**src/rtl/clock_pkg.sv**
```systemverilog
// Shared definitions for the alarm-clock timekeeping core.
// Holds the mode encoding, the digit limits and the mode-sequencing helper.
package clock_pkg;

  typedef enum logic [1:0] {
    RUN     = 2'd0,
    SET_HR  = 2'd1,
    SET_MIN = 2'd2
  } mode_t;

  localparam int SEC_TENS_MAX = 5;
  localparam int MIN_TENS_MAX = 5;
  localparam int HR_MAX       = 23;

  localparam int SEC_MOD = (SEC_TENS_MAX + 1) * 10;
  localparam int MIN_MOD = (MIN_TENS_MAX + 1) * 10;
  localparam int HR_MOD  = HR_MAX + 1;

  function automatic mode_t next_mode(input mode_t m);
    mode_t n;
    unique case (m)
      RUN:     n = SET_HR;
      SET_HR:  n = SET_MIN;
      default: n = RUN;
    endcase
    return n;
  endfunction

endpackage

```
**src/rtl/bcd_mod_counter.sv**
```systemverilog
// Two-digit BCD counter that wraps at MOD-1 back to 00.
// Ports: clk, reset_n (sync, active-low), inc, clear -> ones, tens, carry (inc at wrap).
import clock_pkg::*;

module bcd_mod_counter #(
  parameter int MOD = SEC_MOD
) (
  input  logic       clk,
  input  logic       reset_n,
  input  logic       inc,
  input  logic       clear,
  output logic [3:0] ones,
  output logic [3:0] tens,
  output logic       carry
);

  localparam logic [3:0] ONES_MAX = 4'((MOD - 1) % 10);
  localparam logic [3:0] TENS_MAX = 4'((MOD - 1) / 10);

  logic at_max;

  assign at_max = (ones == ONES_MAX) && (tens == TENS_MAX);

  // Combinational so the next field steps on the same edge.
  assign carry = inc && at_max && !clear;

  always_ff @(posedge clk) begin
    if (!reset_n) begin
      ones <= '0;
      tens <= '0;
    end else if (clear) begin
      ones <= '0;
      tens <= '0;
    end else if (inc) begin
      if (at_max) begin
        ones <= '0;
        tens <= '0;
      end else if (ones == 4'd9) begin
        ones <= '0;
        tens <= tens + 4'd1;
      end else begin
        ones <= ones + 4'd1;
      end
    end
  end

endmodule

```
**src/rtl/bcd_time_counter.sv**
```systemverilog
// 24-hour HH:MM:SS BCD timekeeper with 1 Hz prescaler, button set mode and blink flags.
// Ports: clk, reset_n, mode_btn, inc_btn -> six BCD digits, mode, blank_hr/min, tick_1hz.
import clock_pkg::*;

module bcd_time_counter #(
  parameter int CLK_HZ    = 50_000_000,
  parameter int BLINK_DIV = 12_500_000
) (
  input  logic       clk,
  input  logic       reset_n,
  input  logic       mode_btn,
  input  logic       inc_btn,
  output logic [3:0] sec_ones,
  output logic [3:0] sec_tens,
  output logic [3:0] min_ones,
  output logic [3:0] min_tens,
  output logic [3:0] hr_ones,
  output logic [3:0] hr_tens,
  output logic [1:0] mode,
  output logic       blank_hr,
  output logic       blank_min,
  output logic       tick_1hz
);

  localparam int PW = (CLK_HZ > 1) ? $clog2(CLK_HZ) : 1;
  localparam int BW = (BLINK_DIV > 1) ? $clog2(BLINK_DIV) : 1;

  localparam logic [PW-1:0] PRE_MAX = PW'(CLK_HZ - 1);
  localparam logic [BW-1:0] BLK_MAX = BW'(BLINK_DIV - 1);

  mode_t         mode_q;
  logic [PW-1:0] pre_q;
  logic [BW-1:0] blk_q;
  logic          phase_q;

  logic run;
  logic tick;
  logic set_inc;
  logic leave_set;
  logic sec_c;
  logic min_c;
  logic hr_carry_unused;

  assign run = (mode_q == RUN);

  // A mode press on the wrap cycle wins: time freezes, no tick.
  assign tick      = run && !mode_btn && (pre_q == PRE_MAX);
  assign set_inc   = inc_btn && !mode_btn;
  assign leave_set = mode_btn && (mode_q == SET_MIN);

  bcd_mod_counter #(.MOD(SEC_MOD)) u_sec (
    .clk     (clk),
    .reset_n (reset_n),
    .inc     (tick),
    .clear   (leave_set),
    .ones    (sec_ones),
    .tens    (sec_tens),
    .carry   (sec_c)
  );

  bcd_mod_counter #(.MOD(MIN_MOD)) u_min (
    .clk     (clk),
    .reset_n (reset_n),
    .inc     (sec_c || (set_inc && mode_q == SET_MIN)),
    .clear   (1'b0),
    .ones    (min_ones),
    .tens    (min_tens),
    .carry   (min_c)
  );

  // Minute wraps while setting must not carry into hours.
  bcd_mod_counter #(.MOD(HR_MOD)) u_hr (
    .clk     (clk),
    .reset_n (reset_n),
    .inc     ((min_c && run) || (set_inc && mode_q == SET_HR)),
    .clear   (1'b0),
    .ones    (hr_ones),
    .tens    (hr_tens),
    .carry   (hr_carry_unused)
  );

  always_ff @(posedge clk) begin
    if (!reset_n) begin
      mode_q   <= RUN;
      pre_q    <= '0;
      blk_q    <= '0;
      phase_q  <= 1'b0;
      tick_1hz <= 1'b0;
    end else begin
      tick_1hz <= tick;
      if (mode_btn) begin
        mode_q  <= next_mode(mode_q);
        pre_q   <= '0;
        blk_q   <= '0;
        phase_q <= 1'b0;
      end else if (run) begin
        pre_q <= tick ? '0 : pre_q + PW'(1);
      end else if (blk_q == BLK_MAX) begin
        blk_q   <= '0;
        phase_q <= ~phase_q;
      end else begin
        blk_q <= blk_q + BW'(1);
      end
    end
  end

  assign mode      = mode_q;
  assign blank_hr  = (mode_q == SET_HR) && phase_q;
  assign blank_min = (mode_q == SET_MIN) && phase_q;

endmodule

```
**config.mk**
```make
export PLATFORM = sky130hd
export DESIGN_NAME = bcd_time_counter
export DESIGN_NICKNAME = d
export VERILOG_FILES = /design/src/rtl/clock_pkg.sv /design/src/rtl/bcd_mod_counter.sv /design/src/rtl/bcd_time_counter.sv
export SDC_FILE = /design/constraint.sdc
export NUM_CORES = 1
export LEC_CHECK = 0
export BUFFER_PORTS_ARGS = -buffer_cell sky130_fd_sc_hd__buf_4
export CAP_MARGIN = 20
export CORE_MARGIN = 8
export CORE_UTILIZATION = 59
export DETAILED_ROUTE_END_ITERATION = 10
export PLACE_DENSITY = 0.79
export SETUP_SLACK_MARGIN = 0.15
export SYNTH_ARGS = -nofsm -noshare
export SYNTH_HDL_FRONTEND = slang
export SYNTH_SLANG_ARGS = --single-unit
```
**constraint.sdc**
```tcl
create_clock -name clk -period 2.9 [get_ports clk]
set_input_delay 0.435 -clock clk [delete_from_list [all_inputs] [get_ports clk]]
set_output_delay 0.435 -clock clk [all_outputs]
set_load 0.005 [all_outputs]
```
==> results of run 1 <==
==> cell usage after synthesis, drive strengths merged (3+ instances only) <==
cell / count / area [sq um]
a21oi: 11 / 55.1
and2: 8 / 50.1
and3: 7 / 43.8
and3b: 6 / 52.6
and4: 3 / 26.3
buf: 4 / 20.0
clkbuf: 15 / 57.6
dfxtp: 78 / 1560
ha: 14 / 175
inv: 12 / 45.0
mux2i: 11 / 110
nand2: 34 / 128
nand2b: 4 / 25.0
nand3: 22 / 110
nand3b: 10 / 75.1
nand4: 15 / 93.8
nor2: 69 / 259
nor2b: 5 / 31.3
nor3: 9 / 45.0
nor4: 13 / 81.3
nor4b: 5 / 43.8
o211ai: 3 / 22.5
o21ai: 13 / 65.1
o22ai: 4 / 25.0
or2: 4 / 25.0
or3: 4 / 25.0
or3b: 5 / 43.8
or4: 4 / 30.0
xnor2: 24 / 210
xor2: 26 / 228
==> power groups by stage <==
stage,clock [mW],combinational (mW),sequential [mW]
2_1_floorplan,0,0.0535,1.11
3_3_place_gp,0,0.0785,1.11
3_5_place_dp,0,0.0812,1.11
4_1_cts,0.791,0.0816,1.08
5_1_grt,0.837,0.0898,1.08
6_report,0.777,0.0818,1.08
==> flip-flops by register name, summed over array words and instances, names as in the netlist <==
register / flops
pre_q: 26
blk_q: 24
u_hr.ones: 4
u_hr.tens: 4
u_min.ones: 4
u_min.tens: 4
u_sec.ones: 4
u_sec.tens: 4
mode: 2
phase_q: 1
tick_1hz: 1
==> worst max path at each step <==
stage	startpoint	end	slack (ns)	depth (start not counted)
finish	pre_q[0]	u_hr.tens[2]	0.38	7
floorplan	mode_btn	u_sec.ones[2]	0.42	8
CTS	pre_q[0]	u_min.tens[1]	0.30	6
detailed placement	mode_btn	u_min.tens[1]	0.33	6
global placement	mode_btn	u_sec.tens[3]	0.42	6
global route	pre_q[0]	u_hr.tens[2]	0.20	7
==> per-stage QoR <==
step / instance area (sq um) / utilization
6_report: 4460 / 0.671
5_1_grt: 4460 / 0.671
4_1_cts: 4460 / 0.671
3_5_place_dp: 4280 / 0.644
3_3_place_gp: 4280 / 0.644
2_1_floorplan: 3950 / -
==> cells by family (layout without fill, tap and decap cells) <==
| kind of cell | count (synthesis) | after routing |
|---|---|---|
| DFF | 78 | 78 |
| and+or+nand+nor | 234 | 234 |
| xor gates and xnor gates | 50 | 50 |
| adders and majority gates | 14 | 14 |
| muxes | 11 | 11 |
| AOI/OAI and AO/OA | 45 | 45 |
| buffers and inverters | 31 | 68 |
==> metal layers <==
metal | global-route usage | vias to the layer above | share of wire
li1 | - | 1686 | -
met1 | 0.201 | 1575 | 0.45
met2 | 0.308 | 85 | 0.48
met3 | 0.0413 | 22 | 0.046
met4 | 0.0995 | 0 | 0.024
met5 | 0 | - | 0
==> critical path, delay by kind of cell (launching register included) <==
family | cells | cell delay [ns]
buffers and inverters | 1 | 0.21
and+or+nand+nor | 3 | 1.32
DFF | 1 | 0.38
adders and majority gates | 1 | 0.22
AOI/OAI and AO/OA | 2 | 0.32
==> final cells by class <==
class | count | share of cell area
clock buffers | 11 | 0.0295
clock inverters | 4 | 0.0109
inverters | 12 | 0.0101
multi-input cells | 354 | 0.508
flip-flops and latches | 78 | 0.350
well taps | 80 | 0.0224
repair buffers | 41 | 0.0690
==> run metrics, run 1 <==
status finished clean; crit path DAT 2.79 ns; register bit count reported by yosys 78; Final nets 514; Seq pwr share 0.557; ant diodes 0; final hold slack 0.343 ns; critical path fanouts, max 7; FILL cells 531; Initial Utilization 0.594; most frequent cells in the layout dfxtp_1, nor2_1, buf_4; XOR/XNOR share of the synthesized area 0.111; dpl ws 0.334 ns; DRT iter0 DRCs 156; Via-to-Cell Ratio 5.81; Pwr Density 435 nW/um^2; crit path max-delay cell type or4_1; slowest cell delay on critical path 0.69 ns; site row count 30; Sw Share 0.227; main combinational cell family by area after synthesis simple AND/OR/NAND/NOR gates; via count 3368; post-route clock skew 0.0166 ns; min-delay worst type input port to flop; H-tree depth 3; pin count of the biggest net entering global routing 37; core area 6640 sq um; clk slew on worst S/H paths 0.08 ns; final std cells w/o fill 580; Hold Violations, Final 0; TritonCTS clock tree done; synthesis-to-finish area growth 12.9%; post-CTS setup repair buffer count 0; post-synthesis adder-cell area fraction 0.0444; cts hold-fix bufs 0; setup_tns 0 ns; Max rail drop VDD 0.273 mV; CTS buffer count 9; Mapped Area 3950 sq um; gpl congestion 0.834; first drt pass iteration count 5; PostCTS Resize Cnt 0; CP Capture Type flop; fmax 398 MHz; GRT overflow 0; Synth Area per Inst 8.53 sq um; most common cell after layout, fill and taps aside dfxtp_1; Final WS setup 0.385 ns; hold_sp mode_btn; switching power total 0.440 mW; Hold EP phase_q; clock sink total 78; Overall Power 1.94 mW; Placed Instances 565; first-pass GRT wire length 14400 um; WP data required 3.18 ns; post-route ant nets 0; vias in the first global route 3237; internal power 1.50 mW; clock share of power 0.400; post-synthesis mux area share 0.0279; initial antenna violation count 0; actual slew at the worst max-slew pin 0.629 ns; Ys Warns 0; R2R Path End u_hr.tens[2]; hpwl dp 5910 um; CTS max path bufs 2; Netlist cell types 50; fraction of layout cells with a size suffix above 1 0.126; Syn Nets 481; fin crit period 2.52 ns; CP Launch Type flop; Die Width 97.8 um; Remaining DRCs 0; Final period util 0.867; Synth Instances 463; Total GRT Usage 0.180; Port Buffers 32; combinational power share 0.042; reg2reg setup slack 0.38 ns; Worst Setup Path Type flop to flop; reg-to-reg startpoint pre_q[0]; Setup violations, final 0; per-cell routed wire length 14.6 um; complex-gate fraction of the synthesized area 0.0722; Worst Reg-to-Reg Cells 7; Die Y 97.8 um; post-synthesis sequential area ratio 0.395; die area 9570 sq um; Cell Chain, Critical Path ha_1, nand4bb_1, or4_1, nor4_1, buf_4, o211ai_1, o21ai_0; worst hold path depth 2; DRT Wirelength 8480 um; Synth Area in Simple Gates 0.318; Post-synth ARST share 0; ys flop type dfxtp_1; Max-slew headroom 0.575; Max-Cap Viols 0; RSZ-0062 raised after global routing no; number of synthesized flops with an enable pin 0; Clock Latency Late Sink 0.35 ns; Storage cell area 1560 sq um; I/O pins 33; Final Max Tran Viols 0; root buf cell clkbuf_8; Static Leakage 1.60 nW; area occupied by multi-input gates 2260 sq um
No activity file was read; power rests on OpenSTA's default activity.
==> run 2: changes to the inputs <==
Settings changed: BUFFER_PORTS_ARGS -buffer_cell sky130_fd_sc_hd__buf_4 to unset, DONT_BUFFER_PORTS set to 1, PLACE_DENSITY 0.79 to 0.75.
==> run metrics, run 2 (synthesis gave the netlist of run 1 again) <==
status finished clean; Final period util 0.887; crit path DAT 2.85 ns; die area 9570 sq um; Worst Setup SP pre_q[0]; CP Capture Type flop; Die Y 97.8 um; Max-slew headroom 0.584; Total GRT Usage 0.173; setup_tns 0 ns; fmax 389 MHz; Clock Latency Late Sink 0.36 ns; register with the most flip-flops pre_q; Max rail drop VDD 0.227 mV; most common cell after layout, fill and taps aside dfxtp_1; area occupied by multi-input gates 2260 sq um; fin crit period 2.57 ns; CTS buffer count 9; PostCTS Resize Cnt 0; post-route ant nets 0; Via-to-Cell Ratio 5.86; post-route clock skew 0.0159 ns; post-CTS setup repair buffer count 0; FILL cells 575; site row count 30; core area 6640 sq um; gpl congestion 0.799; WP data required 3.18 ns; via count 3204; Initial Utilization 0.594; Worst Path Buf+Inv 0; vias in the first global route 2915; Port Buffers 0; Final Cell Area 4220 sq um; per-cell routed wire length 14.8 um; Largest register FFs 26; RSZ-0062 raised after global routing no; Hold Violations, Final 0; synthesis-to-finish area growth 6.75%; hold_sp mode_btn; hpwl dp 5670 um; critical path fanouts, max 7; Pwr Density 455 nW/um^2; Die Width 97.8 um; Cell Chain, Critical Path ha_1, nand4bb_1, or4_1, or2_1, o21ai_0, mux2i_1; GRT overflow 0; Storage cell area 1560 sq um; reg-to-reg startpoint pre_q[0]; clock sink total 78; I/O pins 33; H-tree depth 3; Static Leakage 1.43 nW; root buf cell clkbuf_8; min-delay worst type input port to flop; most frequent cells in the layout dfxtp_1, nor2_1, nand2_1; TritonCTS clock tree done; largest registers pre_q (26), blk_q (24); first-pass GRT wire length 13700 um; DRT iter0 DRCs 137; clk slew on worst S/H paths 0.09 ns; Post-DP Area 4040 sq um; final hold slack 0.147 ns; Final nets 482; crit path max-delay cell type or4_1; initial antenna violation count 0; Worst Setup Path Type flop to flop; slowest cell delay on critical path 0.71 ns; ant diodes 0; DRT Wirelength 8100 um; CP Launch Type flop; Remaining DRCs 0; cell family with most CP delay simple AND/OR/NAND/NOR gates; CTS max path bufs 2; actual slew at the worst max-slew pin 0.616 ns; first drt pass iteration count 4; fraction of layout cells with a size suffix above 1 0.0685; Setup violations, final 0; cts hold-fix bufs 0; Max-Cap Viols 0; pin count of the biggest net entering global routing 37; Final Max Tran Viols 0
run 2: area by class of cell:
| type | count | share of cell area |
|---|---|---|
| Clock buffer | 9 | 0.0294 |
| Clock inverter | 5 | 0.0125 |
| Inverter | 12 | 0.0107 |
| Multi-Input combinational cell | 354 | 0.537 |
| Sequential cell | 78 | 0.370 |
| Tap cell | 80 | 0.0237 |
| Timing Repair Buffer | 9 | 0.0160 |
run 2: worst paths after layout:
kind	depth (start not counted)	endpoint	slack, ns
hold reg to reg	2	blk_q[1]	0.48
setup / recovery	6	u_min.tens[1]	0.33
hold / removal	1	phase_q	0.15
setup reg to reg	6	u_min.tens[1]	0.33
run 2: report_power, final:
part	leakage, nW	switching [mW]	internal (mW)	total, mW
Sequential	0.629	0.00597	1.08	1.08
Combinational	0.711	0.0400	0.0249	0.0649
Clock	0.0907	0.389	0.384	0.772
run 2: metrics by stage:
| stage | cells | total power [mW] | utilization | worst slack, ns |
|---|---|---|---|---|
| final | 547 | 1.92 | 0.634 | 0.329 |
| after CTS | 547 | 1.94 | 0.634 | 0.351 |
| after global placement | 533 | 1.17 | 0.608 | 0.493 |
| after floorplan | 463 | 1.16 | - | 0.425 |
| after detailed placement | 533 | 1.17 | 0.608 | 0.375 |
| after global routing | 547 | 1.99 | 0.634 | 0.199 |
run 2: routing by layer:
| metal | wire (um) | track usage | vias up |
|---|---|---|---|
| met5 | 0 | 0 | - |
| met4 | 144 | 0.0731 | 0 |
| met2 | 3740 | 0.275 | 55 |
| met3 | 448 | 0.0555 | 13 |
| li1 | - | - | 1620 |
| met1 | 3770 | 0.210 | 1516 |
